$ cat config.mk
export PLATFORM = sky130hd
export DESIGN_NAME = digit_scan_driver_flat
export DESIGN_NICKNAME = d
export VERILOG_FILES = /design/src/rtl/digit_scan_driver_pkg.sv /design/src/rtl/digit_scan_if.sv /design/src/rtl/digit_scan_driver_bcd_to_seg7.sv /design/src/rtl/digit_scan_driver.sv /design/src/flat_wrapper.sv
export SDC_FILE = /design/constraint.sdc
export NUM_CORES = 1
export LEC_CHECK = 0
export ABC_AREA = 1
export CAP_MARGIN = 15
export CORE_MARGIN = 4
export CORE_UTILIZATION = 39
export DETAILED_ROUTE_END_ITERATION = 10
export GPL_ROUTABILITY_DRIVEN = 0
export PLACE_DENSITY = 0.68
export SLEW_MARGIN = 20
export SYNTH_ARGS = -nofsm -noshare
export SYNTH_HDL_FRONTEND = slang
export SYNTH_SLANG_ARGS = --single-unit
$ cat constraint.sdc
create_clock -name clk -period 2.8 [get_ports clk]
set_input_delay 0.42 -clock clk [delete_from_list [all_inputs] [get_ports clk]]
set_output_delay 0.42 -clock clk [all_outputs]
set_load 0.005 [all_outputs]
$ cat src/rtl/digit_scan_driver_pkg.sv
// Shared constants, types and helpers for the six-digit 7-segment scan driver.
// Segment codes are active-low and ordered {g,f,e,d,c,b,a}.
package digit_scan_driver_pkg;

  localparam int NUM_DIGITS = 6;
  localparam logic [NUM_DIGITS-1:0] COLON_DIGITS = 6'b010100;

  localparam logic [6:0] SEG_0     = 7'h40;
  localparam logic [6:0] SEG_1     = 7'h79;
  localparam logic [6:0] SEG_2     = 7'h24;
  localparam logic [6:0] SEG_3     = 7'h30;
  localparam logic [6:0] SEG_4     = 7'h19;
  localparam logic [6:0] SEG_5     = 7'h12;
  localparam logic [6:0] SEG_6     = 7'h02;
  localparam logic [6:0] SEG_7     = 7'h78;
  localparam logic [6:0] SEG_8     = 7'h00;
  localparam logic [6:0] SEG_9     = 7'h10;
  localparam logic [6:0] SEG_DASH  = 7'h3F;
  localparam logic [6:0] SEG_BLANK = 7'h7F;

  typedef logic [3:0] bcd_t;
  typedef logic [2:0] digit_sel_t;

  typedef struct packed {
    logic [6:0] seg;
    logic       dp;
  } seg_out_t;

  // Selects one BCD nibble; unused select codes (6, 7) return 0.
  function automatic bcd_t pick_digit(input logic [4*NUM_DIGITS-1:0] digits,
                                      input digit_sel_t sel);
    bcd_t d;
    d = '0;
    for (int k = 0; k < NUM_DIGITS; k++) begin
      if (sel == digit_sel_t'(k)) d = digits[4*k +: 4];
    end
    return d;
  endfunction

endpackage

$ cat src/rtl/digit_scan_if.sv
// Bundle between the refresh/time logic and the scan driver, plus the pin-side outputs.
// The master drives digit data and scan select; the slave (the driver) returns the pins.
interface digit_scan_if #(parameter int AN_W = 8);
  import digit_scan_driver_pkg::*;

  digit_sel_t             count;
  logic [4*NUM_DIGITS-1:0] digits;
  logic [NUM_DIGITS-1:0]  blink_mask;
  logic                   blink_tick;
  logic                   colon_en;
  logic [AN_W-1:0]        an;
  logic [6:0]             seg;
  logic                   dp;

  modport master (
    output count, digits, blink_mask, blink_tick, colon_en,
    input  an, seg, dp
  );

  modport slave (
    input  count, digits, blink_mask, blink_tick, colon_en,
    output an, seg, dp
  );

endinterface

$ cat src/rtl/digit_scan_driver_bcd_to_seg7.sv
// Combinational BCD to active-low 7-segment decoder; values above 9 show a dash.
module bcd_to_seg7
  import digit_scan_driver_pkg::*;
(
  input  bcd_t       bcd,
  output logic [6:0] seg
);

  // NOTE: a default branch gives seg a value on every path, so no latch is inferred.
  always_comb begin
    unique case (bcd)
      4'd0:    seg = SEG_0;
      4'd1:    seg = SEG_1;
      4'd2:    seg = SEG_2;
      4'd3:    seg = SEG_3;
      4'd4:    seg = SEG_4;
      4'd5:    seg = SEG_5;
      4'd6:    seg = SEG_6;
      4'd7:    seg = SEG_7;
      4'd8:    seg = SEG_8;
      4'd9:    seg = SEG_9;
      default: seg = SEG_DASH;
    endcase
  end

endmodule

$ cat src/rtl/digit_scan_driver.sv
// Scan driver for a six-digit multiplexed 7-segment display: digit mux, decode,
// anti-ghosting anode blanking on each scan change, blink and colon dots, registered pins.
module digit_scan_driver
  import digit_scan_driver_pkg::*;
#(
  parameter int BLANK_CYCLES = 4,
  parameter bit LZ_SUPPRESS  = 1'b1,
  parameter int AN_W         = 8
)(
  input  logic        clk,
  input  logic        rst,
  digit_scan_if.slave bus
);

  localparam int BW = (BLANK_CYCLES > 1) ? $clog2(BLANK_CYCLES) : 1;
  localparam logic [BW-1:0]   BLANK_LOAD = (BLANK_CYCLES > 0) ? BW'(BLANK_CYCLES - 1) : '0;
  localparam logic [AN_W-1:0] AN_OFF     = '1;

  digit_sel_t      count_q;
  logic            chg_q;
  logic [BW-1:0]   blank_cnt, blank_d;
  logic            blink_phase;
  logic [AN_W-1:0] an_q, an_d, an_sel;
  seg_out_t        out_q, out_d;

  bcd_t       digit;
  logic [6:0] seg_code;
  logic [7:0] blink_ext, colon_ext;
  logic       valid, blink_off, lz_off;

  bcd_to_seg7 u_dec (
    .bcd (digit),
    .seg (seg_code)
  );

  // Segment/dot path: everything is derived from registered count_q so pins never
  // see a combinational path from the scan input.
  always_comb begin
    blink_ext = {2'b00, bus.blink_mask};
    colon_ext = {2'b00, COLON_DIGITS};
    valid     = (count_q < digit_sel_t'(NUM_DIGITS));
    digit     = pick_digit(bus.digits, count_q);
    blink_off = valid && !blink_phase && blink_ext[count_q];
    lz_off    = LZ_SUPPRESS && (count_q == digit_sel_t'(NUM_DIGITS - 1)) && (digit == 4'd0);

    out_d.seg = seg_code;
    out_d.dp  = 1'b1;
    if (!valid || blink_off || lz_off) out_d.seg = SEG_BLANK;
    if (bus.colon_en && valid && colon_ext[count_q] && !blink_off) out_d.dp = 1'b0;
  end

  // Anode path: a change seen last cycle opens the blank window; the selected anode
  // is driven only once the window has drained.
  always_comb begin
    an_sel  = valid ? ~(AN_W'(1) << count_q) : AN_OFF;
    an_d    = an_sel;
    blank_d = blank_cnt;
    if (chg_q) begin
      blank_d = BLANK_LOAD;
      an_d    = (BLANK_CYCLES == 0) ? an_sel : AN_OFF;
    end else if (blank_cnt != '0) begin
      blank_d = blank_cnt - BW'(1);
      an_d    = AN_OFF;
    end
  end

  // NOTE: every state flop has an async reset value here, and all are updated with
  // non-blocking assignments so each reads its neighbours' pre-edge values.
  always_ff @(posedge clk or posedge rst) begin
    if (rst) begin
      count_q     <= '0;
      chg_q       <= 1'b0;
      blank_cnt   <= '0;
      blink_phase <= 1'b1;
      an_q        <= AN_OFF;
      out_q       <= '{seg: SEG_BLANK, dp: 1'b1};
    end else begin
      count_q   <= bus.count;
      chg_q     <= (bus.count != count_q);
      blank_cnt <= blank_d;
      an_q      <= an_d;
      out_q     <= out_d;
      if (bus.blink_tick) blink_phase <= ~blink_phase;
    end
  end

  assign bus.an  = an_q;
  assign bus.seg = out_q.seg;
  assign bus.dp  = out_q.dp;

endmodule

$ cat src/flat_wrapper.sv
// flat-port wrapper written by rule: the top's interface ports become plain ports
module digit_scan_driver_flat import digit_scan_driver_pkg::*;
#(
  parameter int BLANK_CYCLES = 4,
  parameter bit LZ_SUPPRESS  = 1'b1,
  parameter int AN_W         = 8
)
  (clk, rst, bus_count, bus_digits, bus_blink_mask, bus_blink_tick, bus_colon_en, bus_an, bus_seg, bus_dp);
  digit_scan_if #(.AN_W(AN_W)) bus_i ();
  input  logic clk;
  input  logic rst;
  input wire logic [$bits(bus_i.count)-1:0] bus_count;
  input wire logic [$bits(bus_i.digits)-1:0] bus_digits;
  input wire logic [$bits(bus_i.blink_mask)-1:0] bus_blink_mask;
  input wire logic [$bits(bus_i.blink_tick)-1:0] bus_blink_tick;
  input wire logic [$bits(bus_i.colon_en)-1:0] bus_colon_en;
  output wire logic [$bits(bus_i.an)-1:0] bus_an;
  output wire logic [$bits(bus_i.seg)-1:0] bus_seg;
  output wire logic [$bits(bus_i.dp)-1:0] bus_dp;
  assign bus_i.count = bus_count;
  assign bus_i.digits = bus_digits;
  assign bus_i.blink_mask = bus_blink_mask;
  assign bus_i.blink_tick = bus_blink_tick;
  assign bus_i.colon_en = bus_colon_en;
  assign bus_an = bus_i.an;
  assign bus_seg = bus_i.seg;
  assign bus_dp = bus_i.dp;
  digit_scan_driver #(.BLANK_CYCLES(BLANK_CYCLES), .LZ_SUPPRESS(LZ_SUPPRESS), .AN_W(AN_W)) u_core (.clk(clk), .rst(rst), .bus(bus_i));
endmodule
==> metrics.yaml, run 1 <==
status: "completed"
synth_compound_area_share_pct: 3.82
synthAdderAreaFrac_pct: 5.94
drc: 0
synth_area_um2: 1470
ys.flop_type: "dfstp_2"
die_h_um: 69.5
ys_ff_latch: 22
synth_top_area_share_pct: 28.5
synthDistinctLibCells: 31
area_growth_pct: 41.7
end_kind: "flip-flop"
period_share_pct: 80.7
slew-limit-headroom_pct: 49.0
worstReg2RegStart: "u_core.count_q[2]$_DFF_PP0_"
met2WireLength_mm: 1.31
ioPinCount: 53
antenna_found_initial: 0
cp-start-kind: "flip-flop"
path_cells: "inv_2 > nor3_4 > nand2_1 > nand4_1 > inv_1 > ha_1 > inv_1 > nor3_1 > a21oi_4 > nand2_1"
start_util_pct: 40.3
numPortBuffers: 52
groute.usage.overall_pct: 13.4
hp-class: "flip-flop to flip-flop"
drtPass1Iterations: 4
avgSynthCellArea_um2: 8.42
synthXorXnorAreaFrac_pct: 2.38
antenna_left: 0
finalSetupTns_ps: 0
fp.dieW_um: 69.5
synth_edf_count: 0
dp_hpwl_mm: 2.61
post_cts.repair.setup_buffers: 0
overflow: 0
viasPerCell: 4.44
min_period_ps: 2260
grt_pass1_wl_mm: 5.31
worst_slack_ps: 540
layout-drive-gt1-share_pct: 23.3
ir_worst_vdd_uv: 244
final_hold_viol_count: 0
fin_nets: 272
grt_pass1_vias: 1197
grt_max_degree: 23
synthTopCellsByArea: "dfstp_2 29%, nand2_1 12%, dfrtp_1 10%, ha_1 5.9%, inv_1 5.1%"
clk_pin_slew_worst_paths_ps: 80
antenna_cells: 0
synth-simple-area-share_pct: 39.5
wl_mm: 3.09
yosysSeqAreaShare_pct: 38.7
cts-root-buf: "clkbuf_8"
yosys_warnings: 0
vias: 1220
final_common_cell: "clkdlybuf4s50_1"
clock.fmax_mhz: 443
slowest_stage: "dfrtp_1"
maxCapViolations: 0
synth_top_family_by_area: "simple AND/OR/NAND/NOR gates"
clock_latency_ps: 260
cts_buffer_depth: 2
tightest_slew_ps: 764
setup_viol: 0
fp-row-count: 22
drt-initial-drc-count: 37
cts.sinks: 22
worstRegToRegCells: 10
synth_fp_nets: 219
rsz0062_at_grt: "no"
async_flop_share_pct: 100
top_layer: "met4"
finalClockSkew_ps: 7.45
critPathLaunch: "u_core.count_q[2]$_DFF_PP0_"
syn_inst: 175
min_path_cells: 1
crit_type: "flip-flop to flip-flop"
synthMuxAreaShare_pct: 0
layout_common_cells: "52 x clkdlybuf4s50_1, 46 x nand2_1, 20 x inv_1"
wl_met3_um: 181
cp_data_arrival_time_ps: 2430
finalMaxSlewViolations: 0
design.die.area_um2: 4830
crit_required_ps: 2970
cts_tree: "yes"
holdBufCountCts: 0
dp_slack_ps: 543
cellPowerDensity_nw_per_um2: 465
cp_max_fo: 14
wl_met1_mm: 1.57
critical_path.max_stage_delay_ps: 460
p_leak_nw: 0.966
synth_largest_area_cell: "dfstp_2"
wl_per_cell_um: 11.2
cts.repair.resized: 0
coreArea_um2: 3660
cts_buffers: 3
worstHoldStart: "u_core.blank_cnt[0]$_DFFE_PP0P_"
htree_num_levels: 1
area by class of cell:
| cell class | instances | area, um2 |
|---|---|---|
| tap | 48 | 60.1 |
| fill | 350 | 1570 |
| clock inverter | 1 | 30.0 |
| timing repair buffer | 52 | 520 |
| inverter | 25 | 101 |
| clock buffer | 3 | 41.3 |
| multi-input combinational | 124 | 764 |
| sequential | 22 | 571 |
worst paths after layout:
kind / endpoint / slack [ps]
setup / recovery: u_core.bus.seg[1]$_DFF_PP1_ / 540
hold / removal: u_core.blank_cnt[0]$_DFFE_PP0P_ / 490
setup reg to reg: u_core.bus.seg[1]$_DFF_PP1_ / 540
hold reg to reg: u_core.blank_cnt[0]$_DFFE_PP0P_ / 490
max in group asynchronous: u_core.blank_cnt[1]$_DFFE_PP0P_ / 1730
min in group asynchronous: u_core.blank_cnt[0]$_DFFE_PP0P_ / 600
report_power, final:
group | total [W] | leakage, nW | internal [W] | switching [W]
Combinational | 0.000283 | 0.699 | 0.000149 | 0.000133
Sequential | 0.000403 | 0.231 | 0.000382 | 0.0000208
Clock | 0.000285 | 0.0357 | 0.000191 | 0.0000947
stage by stage:
step	total power (W)	hold WS (ps)	instance area (um2)	utilization [%]	instances
floorplan	0.000558	397	1470	-	175
global placement	0.000692	478	2020	55.1	271
detailed placement	0.000694	485	2020	55.1	271
CTS	0.000984	496	2090	57.0	275
global route	0.00104	528	2090	57.0	275
finish	0.000971	492	2090	57.0	275
cells by family after synthesis:
family,count (synthesis)
other,1
xor gates and xnor gates,4
adders and majority gates,7
AOI/OAI and AO/OA,8
DFF,22
buffers and inverters,29
and+or+nand+nor,104
critical path: cells and delay by family, from the launching register on:
| family | cells | cell delay, ps |
|---|---|---|
| flops | 1 | 460 |
| simple gates | 5 | 900 |
| compound gates | 1 | 250 |
| fa+ha+maj | 1 | 200 |
| buf+inv | 3 | 370 |
flip-flops by register name (all words and copies together) (netlist names):
register / cells
u_core.count_q: 3
u_core.blink_phase: 1
u_core.bus.an: 7
u_core.bus.seg: 7
u_core.chg_q: 1
u_core.bus.dp: 1
u_core.blank_cnt: 2
synth_stat cells, types with 2 or more instances:
cell and n:
a21oi_1 2, inv_1 20, nor2_1 14, dfstp_2 16, nand4_2 2, nor2_4 5
nand4_1 5, nor2_2 5, xnor2_1 3, nand3_1 11, buf_6 2, o21ai_0 3
nand3_2 2, nand2_2 7, buf_4 2, nand2_4 3, nand2_1 46, ha_1 7
inv_2 3, dfrtp_1 6
per-layer routing:
| metal | vias to the layer above | global-route usage, % |
|---|---|---|
| li1 | 646 | - |
| met1 | 529 | 18.7 |
| met2 | 41 | 20.6 |
| met3 | 4 | 2.32 |
| met4 | 0 | 5.21 |
| met5 | - | 0 |
No activity file was read; power rests on OpenSTA's default activity.
==> run 2: changes to the inputs <==
- PLACE_DENSITY: 0.68 -> 0.71
- clock period: 2.8 -> 1.8 ns (I/O delays scaled with it)
==> run 2 against run 1 <==
The flow now finishes with violations (negative setup slack). Clock skew shrank 5.5 ps. Utilization grew 7.8 points. Sequential share of layout area shrank 3.2 points. Cell area grew 14%. Maximum frequency grew 23%. Worst setup slack lost 570 ps. Largest cell class unchanged.
==> metrics.yaml, run 2 (synthesized netlist as in run 1, its figures left out) <==
top_layer: "met4"
power_w: 0.00148  # +53%
start_util_pct: 40.3  # unchanged
cp_data_arrival_time_ps: 2010  # -420 ps
htree_num_levels: 1  # unchanged
cts_buffer_depth: 2  # unchanged
power_frac_comb_pct: 35.6  # +6.5 points
fp-row-count: 22  # unchanged
clk_pin_slew_worst_paths_ps: 70  # about the same
pwr-share-seq_pct: 41.9  # +0.4 points
dp_hpwl_mm: 2.69  # +2.9%
cts.sinks: 22  # unchanged
end_kind: "flip-flop"
dp_slack_ps: -131  # -674 ps
wl_met3_um: 144  # -20%
violations: "negative setup slack"
fin_nets: 301  # +11%
die_h_um: 69.5  # unchanged
crit_required_ps: 1970  # -1000 ps
status: "complete, but fails checks"
crit_type: "flip-flop to flip-flop"
min_period_ps: 1830  # -427 ps
p_sw_w: 0.000402  # +62%
finalMaxSlewViolations: 0  # unchanged
cp-start-kind: "flip-flop"
period_share_pct: 102  # +21 points
antenna_found_initial: 0  # unchanged
coreArea_um2: 3660  # unchanged
finalClockSkew_ps: 1.99  # -5.46 ps
layout-drive-gt1-share_pct: 37.1  # +14 points
cellPowerDensity_nw_per_um2: 625  # +34%
design.die.area_um2: 4830  # unchanged
viasPerCell: 4.36  # -1.8%
power_frac_clock_pct: 22.5  # -6.9 points
antenna_left: 0  # unchanged
groute.usage.overall_pct: 14.4  # +0.98 points
cts_tree: "yes"
drtPass1Iterations: 4  # unchanged
layoutNonFillerInstCount: 304  # +11%
drc: 0  # unchanged
rsz0062_at_grt: "yes"
layout_common_cells: "52 x clkdlybuf4s50_1, 45 x nand2_1, 24 x buf_4"
p_int_w: 0.00108  # +50%
hp-class: "input pin to asynchronous set/reset pin"
dp.cells: 295  # +8.9%
clock_latency_ps: 250  # about the same
area_growth_pct: 61.1
grt_max_degree: 23  # unchanged
fillers: 316  # -9.7%
grt_pass1_wl_mm: 5.73  # +7.9%
cts_buffers: 3  # unchanged
holdBufCountCts: 0  # unchanged
wl_mm: 3.31  # +7.1%
final_util_pct: 64.9  # +7.8 points
multi_input_area_um2: 826  # +8.0%
seqCellArea_um2: 573  # +0.44%
setup_viol: 6  # +6
fp.dieW_um: 69.5  # unchanged
cts-root-buf: "clkbuf_8"
ir_worst_vdd_uv: 345  # +42%
final_common_cell: "clkdlybuf4s50_1"
grt_pass1_vias: 1347  # +13%
wl_per_cell_um: 10.9  # -3.1%
cp_max_fo: 4  # -10
wl_met1_mm: 1.49  # -5.0%
worst_slack_ps: -33.2  # -573 ps
met2WireLength_mm: 1.65  # +26%
swShare_pct: 27.1  # +1.5 points
p_leak_nw: 1.11  # +15%
numPortBuffers: 52  # unchanged
drt-initial-drc-count: 38  # +2.7%
vias: 1325  # +8.6%
ioPinCount: 53  # unchanged
overflow: 0  # unchanged
antenna_cells: 0  # unchanged
final_hold_viol_count: 0  # unchanged
maxCapViolations: 0  # unchanged
clock.fmax_mhz: 545  # +23%
## run 2: layer usage
layer  track usage [%]  vias up
met1              18.0      584
met4              4.34        0
li1                  -      702
met5                 0        -
met3              1.45        4
met2              26.0       35
## run 2: layout make-up
type                    instances  share of cell area, %
repair buffers                 81                   31.9
well taps                      48                   2.53
clock buffers                   4                   2.32
multi-input cells             124                   34.8
flip-flops and latches         22                   24.1
inverters                      25                   4.37
## run 2: critical path, stage by stage (launching register included)
cell	delay (ps)
dfrtp_2	450
buf_6	150
nor2_4	130
nand2_4	90
nor2_4	110
nor2_4	50
nand4_4	110
clkinv_4	70
ha_2	160
inv_1	40
nand4_1	120
nand3_1	120
nand2_1	50
inv_1	50
nand2_1	50
## run 2: repair_timing
item                       CTS  global route
setup endpoints to repair    7             7
pin swaps                    9             8
gates resized for setup     10            13
buffers inserted             3             2
## run 2: final timing paths
check                                                      from                         endpoint  slack (ps)  cells past startpoint
worst max register to register      u_core.count_q[0]$_DFF_PP0_      u_core.bus.seg[3]$_DFF_PP1_         -30                     14
worst max-delay path                u_core.count_q[0]$_DFF_PP0_      u_core.bus.seg[3]$_DFF_PP1_         -30                     14
worst min-delay path                                        rst      u_core.count_q[2]$_DFF_PP0_         340                      3
worst min register to register  u_core.blank_cnt[0]$_DFFE_PP0P_  u_core.blank_cnt[0]$_DFFE_PP0P_         500                      1
min in group clk                u_core.blank_cnt[0]$_DFFE_PP0P_  u_core.blank_cnt[0]$_DFFE_PP0P_         500                      1
max in group asynchronous                                   rst       u_core.bus.an[0]$_DFF_PP1_        1190                      3
## run 2: metrics by stage
step	hold slack (ps)	TNS, ps	area, um2
global placement	479	-347	2210
detailed placement	482	-694	2210
floorplan	247	0	1490
CTS	347	-150	2310
global route	384	-1060	2370
finish	342	-56.5	2370
## run 2: power groups by stage
stage | clock network [W] | registers, W | logic (W)
after floorplan | 0 | 0.000631 | 0.000240
after global placement | 0 | 0.000629 | 0.000497
after detailed placement | 0 | 0.000630 | 0.000502
after CTS | 0.000347 | 0.000622 | 0.000517
after global routing | 0.000377 | 0.000630 | 0.000587
final | 0.000333 | 0.000622 | 0.000528
==> run 3: changes to the inputs <==
- SKIP_CTS_REPAIR_TIMING: not set -> 1
==> run 3 against run 2 <==
The run still ends with negative setup slack left. Combinational power increased by 6.4%. Register-to-register slack about the same. Sequential share of layout area down 0.75 points. Global-route usage shrank 0.70 points. Non-clock buffer count is the same. Maximum frequency barely moved. First-iteration DRC count is 24% lower. Worst setup slack barely moved. Final cell count unchanged. Sequential power is essentially flat. Clock power grew 1%. Critical path depth fell by 4.
==> metrics.yaml, run 3 (synthesized netlist as in run 1, its figures left out) <==
p_leak_nw: 1.12  # +0.44%
crit_path_frequent_cell: "nor3_4"
ir_worst_vdd_uv: 341  # -1.2%
layout-drive-gt1-share_pct: 39.5  # +2.3 points
antenna_cells: 0  # unchanged
cts_buffers: 3  # unchanged
start_util_pct: 40.3  # unchanged
end_kind: "flip-flop"
power_frac_comb_pct: 37.0  # +1.4 points
top_layer: "met4"
viasPerCell: 4.45  # +2.2%
finalMaxSlewViolations: 0  # unchanged
status: "complete, but fails checks"
coreArea_um2: 3660  # unchanged
final_util_pct: 67.0  # +2.1 points
grt_max_degree: 23  # unchanged
dp_slack_ps: -131  # unchanged
antenna_left: 0  # unchanged
power_frac_clock_pct: 22.2  # -0.3 points
power_w: 0.00152  # +2.5%
setup_viol: 7  # +1
crit_required_ps: 1980  # about the same
groute.usage.overall_pct: 13.7  # -0.70 points
cp_data_arrival_time_ps: 2010  # about the same
clock_latency_ps: 250  # about the same
wl_met1_mm: 1.47  # -1.3%
area_growth_pct: 66.3
cts_buffer_depth: 2  # unchanged
ioPinCount: 53  # unchanged
min_period_ps: 1830  # -0.476 ps
clk_pin_slew_worst_paths_ps: 70  # about the same
cts-root-buf: "clkbuf_8"
cellPowerDensity_nw_per_um2: 621  # -0.66%
cp_max_fo: 7  # +3
rsz0062_at_grt: "yes"
hp-class: "input pin to asynchronous set/reset pin"
wl_mm: 3.42  # +3.3%
wl_per_cell_um: 11.3  # +3.3%
pwr-share-seq_pct: 40.9  # -1.0 points
vias: 1354  # +2.2%
cts_tree: "yes"
overflow: 0  # unchanged
dp_hpwl_mm: 2.69  # unchanged
drc: 0  # unchanged
grt_pass1_wl_mm: 5.46  # -4.8%
numPortBuffers: 52  # unchanged
layout_common_cells: "52 x clkdlybuf4s50_1, 45 x nand2_1, 23 x buf_4"
fp-row-count: 22  # unchanged
design.die.area_um2: 4830  # unchanged
crit_type: "flip-flop to flip-flop"
slowest_stage: "dfrtp_2"
violations: "negative setup slack"
p_int_w: 0.00110  # +1.3%
wl_met3_um: 197  # +37%
grt_pass1_vias: 1289  # -4.3%
met2WireLength_mm: 1.73  # +5.2%
drt-initial-drc-count: 29  # -24%
antenna_found_initial: 0  # unchanged
p_sw_w: 0.000425  # +5.8%
htree_num_levels: 1  # unchanged
cp-start-kind: "flip-flop"
maxCapViolations: 0  # unchanged
fillers: 299  # -5.4%
finalClockSkew_ps: 2.21  # +0.225 ps
cts.sinks: 22  # unchanged
period_share_pct: 102  # about the same
drtPass1Iterations: 4  # unchanged
path_cells: "buf_6 > nor3_4 > nand2_2 > nand4_4 > clkinv_4 > ha_4 > inv_4 > nor3_4 > a21oi_4 > nand2_1"
clock.fmax_mhz: 546  # about the same
critical_path.max_stage_delay_ps: 440  # about the same
fin_nets: 301  # unchanged
fp.dieW_um: 69.5  # unchanged
die_h_um: 69.5  # unchanged
swShare_pct: 28.0  # +0.86 points
final_common_cell: "clkdlybuf4s50_1"
final_hold_viol_count: 0  # unchanged
worst_slack_ps: -32.8  # +0.477 ps
==> run 3: per-layer routing <==
metal / track usage (%) / vias to the layer above
met4: 3.90 / 0
met2: 24.3 / 45
met3: 1.30 / 2
met5: 0 / -
li1: - / 703
met1: 17.6 / 604
==> run 3: worst paths after layout <==
path / startpoint / slack, ps / depth (start not counted) / end
worst max-delay path: u_core.count_q[0]$_DFF_PP0_ / -30 / 10 / u_core.bus.seg[3]$_DFF_PP1_
worst min-delay path: rst / 340 / 3 / u_core.count_q[2]$_DFF_PP0_
worst max register to register: u_core.count_q[0]$_DFF_PP0_ / -30 / 10 / u_core.bus.seg[3]$_DFF_PP1_
worst min register to register: u_core.blank_cnt[0]$_DFFE_PP0P_ / 500 / 1 / u_core.blank_cnt[0]$_DFFE_PP0P_
max in group asynchronous: rst / 1200 / 3 / u_core.bus.an[4]$_DFF_PP1_
min in group clk: u_core.blank_cnt[0]$_DFFE_PP0P_ / 500 / 1 / u_core.blank_cnt[0]$_DFFE_PP0P_
==> run 3: layout make-up <==
| type | instances | area, um2 | share of cell area [%] |
|---|---|---|---|
| clock buffer | 4 | 55.1 | 2.25 |
| timing repair buffer | 81 | 761 | 31.0 |
| tap | 48 | 60.1 | 2.45 |
| sequential | 22 | 573 | 23.4 |
| multi-input combinational | 124 | 893 | 36.4 |
| inverter | 25 | 109 | 4.44 |
==> run 3: per-stage QoR <==
stage                     instance area [um2]  std cells  hold WS [ps]  setup TNS, ps
final                                    2450        304           338           -164
after floorplan                          1490        175           247              0
after detailed placement                 2210        295           482           -694
after CTS                                2260        299           347           -756
after global routing                     2450        304           384          -1030
after global placement                   2210        295           479           -347
==> run 3: worst max-delay path: cells and delay by family, from the launching register on <==
| kind | cells | cell delay (ps) |
|---|---|---|
| compound gates | 1 | 230 |
| fa+ha+maj | 1 | 170 |
| buf+inv | 3 | 290 |
| flops | 1 | 440 |
| simple gates | 5 | 620 |
==> run 3: power by group through the flow <==
stage	sequential [W]	clock [W]	combinational, W
floorplan	0.000631	0	0.000240
global placement	0.000629	0	0.000497
detailed placement	0.000630	0	0.000502
CTS	0.000622	0.000347	0.000503
global route	0.000630	0.000377	0.000620
finish	0.000622	0.000337	0.000562
